==> src/rtl/multi_cycle_ctrl_if.sv <==
// Control bus between the multi-cycle controller (master) and the datapath (slave):
// instruction fields and ALU flag in, every datapath control out.
interface multi_cycle_ctrl_if;
  logic [5:0] op;
  logic [5:0] funct;
  logic       zero;
  logic       PCWr;
  logic       IRWr;
  logic       RegWr;
  logic       MemWr;
  logic [1:0] RegDst;
  logic       ALUSrc;
  logic [1:0] ExtOp;
  logic [2:0] ALUOp;
  logic       MemtoReg;
  logic [1:0] NPCOp;
  logic       instr_done;
  logic [3:0] state;

  modport master (
    input  op, funct, zero,
    output PCWr, IRWr, RegWr, MemWr, RegDst, ALUSrc, ExtOp, ALUOp,
           MemtoReg, NPCOp, instr_done, state
  );

  modport slave (
    output op, funct, zero,
    input  PCWr, IRWr, RegWr, MemWr, RegDst, ALUSrc, ExtOp, ALUOp,
           MemtoReg, NPCOp, instr_done, state
  );
endinterface

==> src/rtl/multi_cycle_ctrl.sv <==
// Multi-cycle control FSM for the MIPS-subset core: sequences each instruction
// and drives all datapath controls from the current state plus op/funct.
module multi_cycle_ctrl #(
  parameter int unsigned MEM_LAT = 1
) (
  input  logic               clk,
  input  logic               reset,
  multi_cycle_ctrl_if.master bus
);
  typedef enum logic [3:0] {
    S_FETCH     = 4'd0,
    S_DECODE    = 4'd1,
    S_EXE       = 4'd2,
    S_ALU_WB    = 4'd3,
    S_MEM_ADDR  = 4'd4,
    S_MEM_READ  = 4'd5,
    S_MEM_WRITE = 4'd6,
    S_MEM_WB    = 4'd7,
    S_BRANCH    = 4'd8,
    S_JUMP      = 4'd9
  } state_e;

  typedef enum logic [2:0] {
    K_NONE  = 3'd0,
    K_RTYPE = 3'd1,
    K_IMM   = 3'd2,
    K_LW    = 3'd3,
    K_SW    = 3'd4,
    K_BEQ   = 3'd5,
    K_J     = 3'd6
  } kind_e;

  typedef struct packed {
    logic       alu_src;
    logic [1:0] ext_op;
    logic [2:0] alu_op;
  } dp_ctrl_t;

  localparam logic [5:0] OP_RTYPE = 6'b000000;
  localparam logic [5:0] OP_ORI   = 6'b001101;
  localparam logic [5:0] OP_ADDIU = 6'b001001;
  localparam logic [5:0] OP_LUI   = 6'b001111;
  localparam logic [5:0] OP_LW    = 6'b100011;
  localparam logic [5:0] OP_SW    = 6'b101011;
  localparam logic [5:0] OP_BEQ   = 6'b000100;
  localparam logic [5:0] OP_J     = 6'b000010;
  localparam logic [5:0] FN_ADDU  = 6'b100001;
  localparam logic [5:0] FN_SUBU  = 6'b100011;

  // MEM_READ dwell ends when the counter reaches MEM_LAT-1
  localparam logic [3:0] LAT_LAST = 4'(MEM_LAT - 32'd1);

  function automatic kind_e decode_kind(input logic [5:0] op, input logic [5:0] funct);
    kind_e k;
    case (op)
      OP_RTYPE: begin
        if ((funct == FN_ADDU) || (funct == FN_SUBU)) k = K_RTYPE;
        else k = K_NONE;
      end
      OP_ORI, OP_ADDIU, OP_LUI: k = K_IMM;
      OP_LW:  k = K_LW;
      OP_SW:  k = K_SW;
      OP_BEQ: k = K_BEQ;
      OP_J:   k = K_J;
      default: k = K_NONE;
    endcase
    return k;
  endfunction

  function automatic dp_ctrl_t decode_dp(input logic [5:0] op, input logic [5:0] funct);
    dp_ctrl_t c;
    c = '{alu_src: 1'b0, ext_op: 2'b00, alu_op: 3'b000};
    case (op)
      OP_RTYPE: begin
        if (funct == FN_SUBU) c.alu_op = 3'b001;
        else c.alu_op = 3'b000;
      end
      OP_ORI:   c = '{alu_src: 1'b1, ext_op: 2'b00, alu_op: 3'b010};
      OP_ADDIU: c = '{alu_src: 1'b1, ext_op: 2'b01, alu_op: 3'b000};
      OP_LUI:   c = '{alu_src: 1'b1, ext_op: 2'b10, alu_op: 3'b000};
      OP_LW, OP_SW: c = '{alu_src: 1'b1, ext_op: 2'b01, alu_op: 3'b000};
      OP_BEQ:   c = '{alu_src: 1'b0, ext_op: 2'b01, alu_op: 3'b001};
      default:  c = '{alu_src: 1'b0, ext_op: 2'b00, alu_op: 3'b000};
    endcase
    return c;
  endfunction

  state_e     state_q;
  state_e     state_d;
  logic [3:0] cnt_q;
  logic [3:0] cnt_d;
  kind_e      kind_s;
  dp_ctrl_t   dp_s;

  assign kind_s = decode_kind(bus.op, bus.funct);
  assign dp_s   = decode_dp(bus.op, bus.funct);

  always_comb begin
    state_d = S_FETCH;
    cnt_d   = 4'd0;
    case (state_q)
      S_FETCH: state_d = S_DECODE;
      S_DECODE: begin
        case (kind_s)
          K_RTYPE, K_IMM: state_d = S_EXE;
          K_LW, K_SW:     state_d = S_MEM_ADDR;
          K_BEQ:          state_d = S_BRANCH;
          K_J:            state_d = S_JUMP;
          default:        state_d = S_FETCH;
        endcase
      end
      S_EXE: state_d = S_ALU_WB;
      S_MEM_ADDR: begin
        if (kind_s == K_LW) state_d = S_MEM_READ;
        else state_d = S_MEM_WRITE;
      end
      S_MEM_READ: begin
        if (cnt_q == LAT_LAST) begin
          state_d = S_MEM_WB;
          cnt_d   = 4'd0;
        end else begin
          state_d = S_MEM_READ;
          cnt_d   = cnt_q + 4'd1;
        end
      end
      default: state_d = S_FETCH;
    endcase
  end

  always_ff @(posedge clk) begin
    if (reset) begin
      state_q <= S_FETCH;
      cnt_q   <= 4'd0;
    end else begin
      state_q <= state_d;
      cnt_q   <= cnt_d;
    end
  end

  // Moore controls; per-instruction ALU/extender fields persist DECODE..last state
  always_comb begin
    bus.PCWr       = 1'b0;
    bus.IRWr       = 1'b0;
    bus.RegWr      = 1'b0;
    bus.MemWr      = 1'b0;
    bus.RegDst     = 2'b00;
    bus.ALUSrc     = 1'b0;
    bus.ExtOp      = 2'b00;
    bus.ALUOp      = 3'b000;
    bus.MemtoReg   = 1'b0;
    bus.NPCOp      = 2'b00;
    bus.instr_done = 1'b0;
    bus.state      = 4'd0;
    if (reset) begin
      bus.state = 4'd0;
    end else begin
      bus.state = state_q;
      case (state_q)
        S_FETCH: begin
          bus.PCWr = 1'b1;
          bus.IRWr = 1'b1;
        end
        S_DECODE: begin
          {bus.ALUSrc, bus.ExtOp, bus.ALUOp} = dp_s;
          bus.instr_done = (kind_s == K_NONE);
        end
        S_EXE, S_MEM_ADDR, S_MEM_READ: begin
          {bus.ALUSrc, bus.ExtOp, bus.ALUOp} = dp_s;
        end
        S_ALU_WB: begin
          {bus.ALUSrc, bus.ExtOp, bus.ALUOp} = dp_s;
          bus.RegWr      = 1'b1;
          bus.RegDst     = (kind_s == K_RTYPE) ? 2'b01 : 2'b00;
          bus.instr_done = 1'b1;
        end
        S_MEM_WRITE: begin
          {bus.ALUSrc, bus.ExtOp, bus.ALUOp} = dp_s;
          bus.MemWr      = 1'b1;
          bus.instr_done = 1'b1;
        end
        S_MEM_WB: begin
          {bus.ALUSrc, bus.ExtOp, bus.ALUOp} = dp_s;
          bus.RegWr      = 1'b1;
          bus.MemtoReg   = 1'b1;
          bus.instr_done = 1'b1;
        end
        S_BRANCH: begin
          {bus.ALUSrc, bus.ExtOp, bus.ALUOp} = dp_s;
          bus.NPCOp      = 2'b01;
          bus.PCWr       = bus.zero;
          bus.instr_done = 1'b1;
        end
        S_JUMP: begin
          {bus.ALUSrc, bus.ExtOp, bus.ALUOp} = dp_s;
          bus.NPCOp      = 2'b10;
          bus.PCWr       = 1'b1;
          bus.instr_done = 1'b1;
        end
        default: begin
          bus.PCWr = 1'b0;
        end
      endcase
    end
  end
endmodule

==> src/flat_wrapper.sv <==
// flat-port wrapper written by rule: the top's interface ports become plain ports
module multi_cycle_ctrl_flat 
#(
  parameter int unsigned MEM_LAT = 1
)
  (clk, reset, bus_op, bus_funct, bus_zero, bus_PCWr, bus_IRWr, bus_RegWr, bus_MemWr, bus_RegDst, bus_ALUSrc, bus_ExtOp, bus_ALUOp, bus_MemtoReg, bus_NPCOp, bus_instr_done, bus_state);
  multi_cycle_ctrl_if bus_i ();
  input  logic clk;
  input  logic reset;
  input wire logic [$bits(bus_i.op)-1:0] bus_op;
  input wire logic [$bits(bus_i.funct)-1:0] bus_funct;
  input wire logic [$bits(bus_i.zero)-1:0] bus_zero;
  output wire logic [$bits(bus_i.PCWr)-1:0] bus_PCWr;
  output wire logic [$bits(bus_i.IRWr)-1:0] bus_IRWr;
  output wire logic [$bits(bus_i.RegWr)-1:0] bus_RegWr;
  output wire logic [$bits(bus_i.MemWr)-1:0] bus_MemWr;
  output wire logic [$bits(bus_i.RegDst)-1:0] bus_RegDst;
  output wire logic [$bits(bus_i.ALUSrc)-1:0] bus_ALUSrc;
  output wire logic [$bits(bus_i.ExtOp)-1:0] bus_ExtOp;
  output wire logic [$bits(bus_i.ALUOp)-1:0] bus_ALUOp;
  output wire logic [$bits(bus_i.MemtoReg)-1:0] bus_MemtoReg;
  output wire logic [$bits(bus_i.NPCOp)-1:0] bus_NPCOp;
  output wire logic [$bits(bus_i.instr_done)-1:0] bus_instr_done;
  output wire logic [$bits(bus_i.state)-1:0] bus_state;
  assign bus_i.op = bus_op;
  assign bus_i.funct = bus_funct;
  assign bus_i.zero = bus_zero;
  assign bus_PCWr = bus_i.PCWr;
  assign bus_IRWr = bus_i.IRWr;
  assign bus_RegWr = bus_i.RegWr;
  assign bus_MemWr = bus_i.MemWr;
  assign bus_RegDst = bus_i.RegDst;
  assign bus_ALUSrc = bus_i.ALUSrc;
  assign bus_ExtOp = bus_i.ExtOp;
  assign bus_ALUOp = bus_i.ALUOp;
  assign bus_MemtoReg = bus_i.MemtoReg;
  assign bus_NPCOp = bus_i.NPCOp;
  assign bus_instr_done = bus_i.instr_done;
  assign bus_state = bus_i.state;
  multi_cycle_ctrl #(.MEM_LAT(MEM_LAT)) u_core (.clk(clk), .reset(reset), .bus(bus_i));
endmodule
==> config.mk <==
export PLATFORM = sky130hd
export DESIGN_NAME = multi_cycle_ctrl_flat
export DESIGN_NICKNAME = d
export VERILOG_FILES = /design/src/rtl/multi_cycle_ctrl_if.sv /design/src/rtl/multi_cycle_ctrl.sv /design/src/flat_wrapper.sv
export SDC_FILE = /design/constraint.sdc
export NUM_CORES = 1
export LEC_CHECK = 0
export ABC_AREA = 1
export CAP_MARGIN = 20
export CELL_PAD_IN_SITES_DETAIL_PLACEMENT = 1
export CELL_PAD_IN_SITES_GLOBAL_PLACEMENT = 1
export CORE_AREA = 2 2 62 64
export CTS_CLUSTER_DIAMETER = 200
export DETAILED_ROUTE_END_ITERATION = 12
export DIE_AREA = 0 0 64 66
export GPL_TIMING_DRIVEN = 0
export PLACE_DENSITY = 0.7
export SLEW_MARGIN = 20
export SYNTH_ARGS = -nofsm -noshare
export SYNTH_HDL_FRONTEND = slang
export SYNTH_SLANG_ARGS = --single-unit
export TNS_END_PERCENT = 50
==> constraint.sdc <==
create_clock -name clk -period 1.3 [get_ports clk]
set_input_delay 0.325 -clock clk [delete_from_list [all_inputs] [get_ports clk]]
set_output_delay 0.325 -clock clk [all_outputs]
set_load 0.01 [all_outputs]
==> key figures, run 1 <==
CTS
  • Clock tree buffer depth: 2
  • CTS Buf Count: 3
  • CTS tree: yes
  • Root Buffer Master: clkbuf_4
  • CTS H-tree lvls: 1
  • Clock sinks: 8
  • CTS Hold Bufs: 0
  • Clock Latency Late Sink: 270 ps
  • Clock transition at path regs: 60 ps

Setup path
  • Critical path fanouts, max: 4
  • Worst R2R Setup Slack: -10 ps
  • Cell count of the worst reg-to-reg path: 11
  • Arrival @ worst endpoint: 1510 ps
  • Critical path class: reg2out
  • RR Startpoint: u_core.state_q[0]
  • CP Capture Type: output pin
  • Crit. Startpoint: u_core.state_q[3]
  • CP required: 980 ps
  • CP Launch Type: register

Synth
  • Most frequent cell after synthesis: nor2_1
  • Netlist Area Pre-Place: 822.0 um2
  • Top-area cell type share of the netlist area: 19.48%
  • Yosys reg bits: 8
  • Cell count after synthesis: 146
  • Synth async-reset ratio: 0%
  • Netlist cell types: 27
  • Post-synth top cells: nor2_1, inv_1, nand2_1
  • Top FF cell, synth: dfxtp_1
  • Synth area leader: dfxtp_1
  • Yosys warns: 0
  • Seq/Total Area, Yosys: 19.48%
  • Area contributors post-synth: dfxtp_1, nor2_1, inv_1
  • Post-synth EDFFs: 0
  • Mean Syn Cell Area: 5.630 um2

Die
  • Die area: 0.004224 mm2
  • Boundary pin count: 35
  • Die X: 64 um
  • Rows: 22
  • Starting Density: 23.15%
  • Core area: 0.003551 mm2
  • Die height: 66 um

Global route
  • Initial antenna violation count: 0
  • Grt total ovfl: 0
  • Pin count of the biggest net entering global routing: 11
  • First-pass GRT wire length: 5589 um
  • Total Routing Usage GR: 17.15%
  • Vias in the first global route: 1215

Power
  • Int Pwr: 0.0004910 W
  • Max IR drop VDD: 402.2 uV
  • PD cells: 469.5 mW/mm2
  • Combinational Power Share: 39.4%
  • Flop pwr share: 33.7%
  • Total Power: 0.0007496 W
  • Leak Pwr: 0.8257 nW
  • Sw Ratio: 34.50%
  • Net Switching: 0.0002586 W
  • Clock power share: 26.9%

STA
  • RSZ-0062 raised after global routing: yes
  • Worst setup margin: -536.3 ps
  • Fmax: 0.5446 GHz
  • Final Skew: 14.39 ps
  • Final count of pins violating max slew: 0
  • Fin crit share: 141.3%
  • Final setup viols: 19
  • Final hold violation count: 0
  • Min Tclk post-route: 1836 ps

Routing
  • Vias/cell: 4.293
  • Initial DRC Count: 41
  • Post-DRT Antenna Nets: 0
  • Routed WL: 3330 um
  • Routed len/inst: 13.01 um
  • DR DRC count: 0
  • TritonRoute pass-1 iters: 3
  • Via count: 1099

Worst hold path
  • Hold/Removal Path Class: reg2reg
  • Worst hold start: u_core.cnt_q[0]
  • Worst Hold Depth: 1

Cells and area
  • Post-route cell area: 0.001597 mm2
  • Final #Nets: 227
  • Share of post-route cells with drive strength above 1: 54.33%
  • Inserted Diodes: 0
  • Fillers: 449
  • Area grow syn2layout: 94.22%

Placed design
  • Final Wtd Congestion: 0.8348
  • Dpl hpwl: 2102 um
  • IO buf count: 32
  • Placed instance area: 0.001270 mm2
  • Worst Setup Slack post-DPL: -1186 ps

Job
  • Max-Cap Viols: 0

Outcome
  • Status: finished with violations
  • Failing checks: negative setup slack
==> final cells by class <==
class	count	area, um2	area share, %
Buffer	3	26.28	1.646
Clock buffer	3	22.52	1.411
Inverter	34	130.1	8.150
Multi-Input combinational cell	102	694.4	43.50
Sequential cell	8	175.2	10.97
Tap cell	48	60.06	3.762
Timing Repair Buffer	58	488.0	30.56
==> timing repair <==
item                                    CTS  global route
resized for setup                       126            33
buffers inserted                         27            10
pin swaps                                21            14
cloned                                    0             0
endpoints found under the setup margin   22            24
==> power by group through the flow <==
stage / sequential [W] / combinational, W / clock, W
after floorplan: 0.000261 / 0.000114 / 0
after global placement: 0.000263 / 0.000205 / 0
after detailed placement: 0.000263 / 0.000209 / 0
after CTS: 0.000252 / 0.000250 / 0.000199
after global routing: 0.000253 / 0.000320 / 0.000220
final: 0.000253 / 0.000295 / 0.000202
==> logic make-up (layout without fill, tap and decap cells) <==
| kind of cell | Yosys count | in the layout | share of synthesized area, % |
|---|---|---|---|
| and+or+nand+nor | 91 | 91 | 52.82 |
| buffers and inverters | 37 | 98 | 17.96 |
| AOI/OAI and AO/OA | 5 | 5 | 4.109 |
| DFF | 8 | 8 | 19.48 |
| adders and majority gates | 2 | 2 | 3.044 |
| xor gates and xnor gates | 2 | 2 | 2.131 |
| other | 1 | 2 | 0.4562 |
==> path summary, 6_finish.rpt <==
| check | endpoint |
|---|---|
| setup / recovery | bus_instr_done |
| hold reg to reg | u_core.cnt_q[0] |
| hold / removal | u_core.cnt_q[0] |
| setup reg to reg | u_core.state_q[1] |
==> sequential cells by signal (all words and copies together) (netlist names) <==
register / flops
u_core.cnt_q: 4
u_core.state_q: 4
==> per-stage QoR <==
stage	hold WS, ps	setup TNS, ps	util, %	std cells
2_1_floorplan	429.7	-140.2	-	147
3_3_place_gp	441.1	-17490	35.76	227
3_5_place_dp	453.4	-18260	35.76	227
4_1_cts	465.2	-6177	43.62	256
5_1_grt	504.9	-7949	44.96	256
6_report	460.3	-6208	44.96	256
==> cells in the final DEF (no fill, tap or decap), types with 2 or more instances in the layout <==
cell | Yosys | routed
nor2_4 | 1 | 7
nor3_2 | 2 | 2
buf_4 | 2 | 21
nand2_2 | 1 | 5
clkbuf_4 | 0 | 3
ha_1 | 2 | 2
nand3_1 | 13 | 7
nand3_2 | 1 | 7
nand4_1 | 4 | 4
nor2_2 | 2 | 13
buf_6 | 0 | 11
dfxtp_1 | 8 | 4
inv_1 | 33 | 23
clkdlybuf4s50_1 | 0 | 2
clkdlybuf4s15_2 | 0 | 7
conb_1 | 1 | 2
nand2_4 | 0 | 3
nand2_1 | 23 | 16
dfxtp_4 | 0 | 4
nor2_1 | 36 | 19
buf_2 | 1 | 13
dlygate4sd2_1 | 0 | 5
inv_2 | 1 | 10
nor3_4 | 0 | 3
nand3b_1 | 2 | 2
==> critical path, stage by stage (launching register included) <==
cell and delay, ps:
dfxtp_4 370, nor2_4 160, buf_4 150, nand2_4 60, inv_2 70, nand4_1 100
nor2_1 100, nand2_1 50, nand2_1 50, buf_2 120
==> layer usage <==
| metal | routed length [um] | vias to the layer above | GRT usage (%) |
|---|---|---|---|
| met4 | 9 | 0 | 3.804 |
| met5 | 0 | - | 0 |
| met1 | 1367 | 515 | 18.15 |
| met2 | 1835 | 17 | 33.20 |
| li1 | - | 564 | - |
| met3 | 117 | 3 | 4.940 |
No activity file was read; power rests on OpenSTA's default activity.
==> inputs of run 2 (changes only) <==
Settings changed: PLACE_DENSITY 0.7 to not set, PLACE_DENSITY_LB_ADDON set to 0.08.
==> run 2 against run 1 <==
Against the previous run:
- the flow still finishes with violations (negative setup slack)
- sequential power hardly changed
- highest routed layer unchanged
- clock skew shrank 11 ps
- first-iteration DRC count fell by 51%
- maximum frequency increased by 4.6%
- clock-buffer cell count is the same
- power decreased by 2.8%
- wire length shrank 4.6%
- worst hold slack lost 25 ps
- via count is 0.82% higher
==> key figures, run 2 (same netlist as run 1, synthesis figures left out) <==
STA
  • Fin crit share: 135.1%
  • Final count of pins violating max slew: 0
  • Final setup viols: 15
  • Fmax: 0.5694 GHz
  • Min Tclk post-route: 1756 ps
  • Final hold violation count: 0
  • RSZ-0062 raised after global routing: yes
  • Final Skew: 3.795 ps
  • Hold WS: 435.6 ps
  • Worst setup margin: -456.2 ps

Cells and area
  • Biggest regs: u_core.cnt_q (4), u_core.state_q (4)
  • Share of post-route cells with drive strength above 1: 55.50%
  • Commonest non-fill, non-tap cell in the layout: buf_4
  • Inserted Diodes: 0
  • Most frequent cells in the layout: buf_4, buf_2, inv_1
  • Post-route cell area: 0.001554 mm2
  • Final #Nets: 228
  • Area grow syn2layout: 89.04%

Placed design
  • Placed instance area: 0.001270 mm2
  • Final Wtd Congestion: 0.7536
  • Worst Setup Slack post-DPL: -1229 ps
  • Dpl hpwl: 2259 um
  • IO buf count: 32

Setup path
  • Critical path class: reg2out
  • CP Capture Type: output pin
  • CP required: 980 ps
  • Critical path fanouts, max: 3
  • Arrival @ worst endpoint: 1430 ps
  • CP Launch Type: register

Routing
  • DR DRC count: 0
  • Vias/cell: 4.311
  • Initial DRC Count: 20
  • Post-DRT Antenna Nets: 0
  • Routed len/inst: 12.37 um
  • Via count: 1108
  • Routed WL: 3178 um
  • TritonRoute pass-1 iters: 4

Die
  • Boundary pin count: 35
  • Starting Density: 23.15%
  • Rows: 22
  • Die height: 66 um
  • Die area: 0.004224 mm2
  • Die X: 64 um
  • Core area: 0.003551 mm2

Global route
  • Pin count of the biggest net entering global routing: 11
  • Initial antenna violation count: 0
  • Grt total ovfl: 0
  • First-pass GRT wire length: 5181 um
  • Total Routing Usage GR: 15.52%
  • Vias in the first global route: 1153

Outcome
  • Failing checks: negative setup slack
  • Status: finished with violations

Power
  • Max IR drop VDD: 420.9 uV
  • PD cells: 468.8 mW/mm2
  • Leak Pwr: 0.8140 nW

CTS
  • Root Buffer Master: clkbuf_4
  • CTS Hold Bufs: 0
  • CTS H-tree lvls: 1
  • Clock sinks: 8
  • Clock transition at path regs: 60 ps
  • CTS Buf Count: 3
  • CTS tree: yes
  • Clock Latency Late Sink: 250 ps
  • Clock tree buffer depth: 2

Job
  • Max-Cap Viols: 0

Worst hold path
  • Hold/Removal Path Class: reg2reg
run 2: cell count changes in the layout (fill, tap and decap cells not counted), moves of 2 or more:
cell	previous run	this run
nand2_2	5	3
buf_4	21	26
inv_4	1	4
nor2_2	13	11
clkdlybuf4s15_2	7	0
inv_1	23	21
nand3_4	0	2
nand3_2	7	4
buf_2	13	22
dlygate4sd2_1	5	3
buf_6	11	3
clkbuf_2	0	3
nor2_4	7	9
run 2: per-layer routing:
layer  GRT usage [%]  part of all wire, %  vias to the layer above
met1           17.32                   41                      524
met3           4.089                  3.6                        2
li1                -                    -                      567
met5               0                    0                        -
met4           2.446                 0.38                        0
met2           29.69                   55                       15
run 2: path summary, 6_finish.rpt:
| kind | startpoint | cells after the start | slack [ps] | end |
|---|---|---|---|---|
| worst max-delay path | u_core.state_q[3] | 9 | -460 | bus_instr_done |
| worst min-delay path | u_core.cnt_q[0] | 1 | 440 | u_core.cnt_q[0] |
| worst max register to register | u_core.state_q[0] | 10 | 10 | u_core.state_q[1] |
| worst min register to register | u_core.cnt_q[0] | 1 | 440 | u_core.cnt_q[0] |
run 2: final cells by class:
cell class              instances  area [um2]
clock buffers                   3       22.52
multi-input cells             102       716.9
plain buffers                   3       26.28
well taps                      48       60.06
flip-flops and latches          8       176.4
inverters                      34       137.6
fillers                       458        1997
repair buffers                 59       414.1
run 2: worst max-delay path, cell delays in order (launching register included):
cell and delay (ps):
dfxtp_4 370, nor2_4 130, buf_6 120, nand2_4 50
inv_2 50, nand4_1 70, nor2_1 130, nand2_1 60
nand2_1 70, buf_2 120
run 2: power breakdown:
part           leakage [nW]  switching [W]  internal (W)
registers            0.0682     0.00000934      0.000245
logic                 0.732       0.000154      0.000128
clock network        0.0138      0.0000857      0.000106
total                 0.814       0.000249      0.000479
run 2: what timing repair did:
action | in CTS | in global routing
resized for setup | 124 | 37
setup buffers | 20 | 7
setup endpoints to repair | 22 | 23
pin swaps | 29 | 20
run 2: through the flow:
step / setup TNS [ps] / total power [W] / util, % / instances
floorplan: -140.2 / 0.0003749 / - / 147
global route: -6803 / 0.0007850 / 43.76 / 257
CTS: -6345 / 0.0007005 / 40.42 / 250
finish: -5324 / 0.0007285 / 43.76 / 257
detailed placement: -18570 / 0.0004743 / 35.76 / 227
global placement: -17750 / 0.0004697 / 35.76 / 227
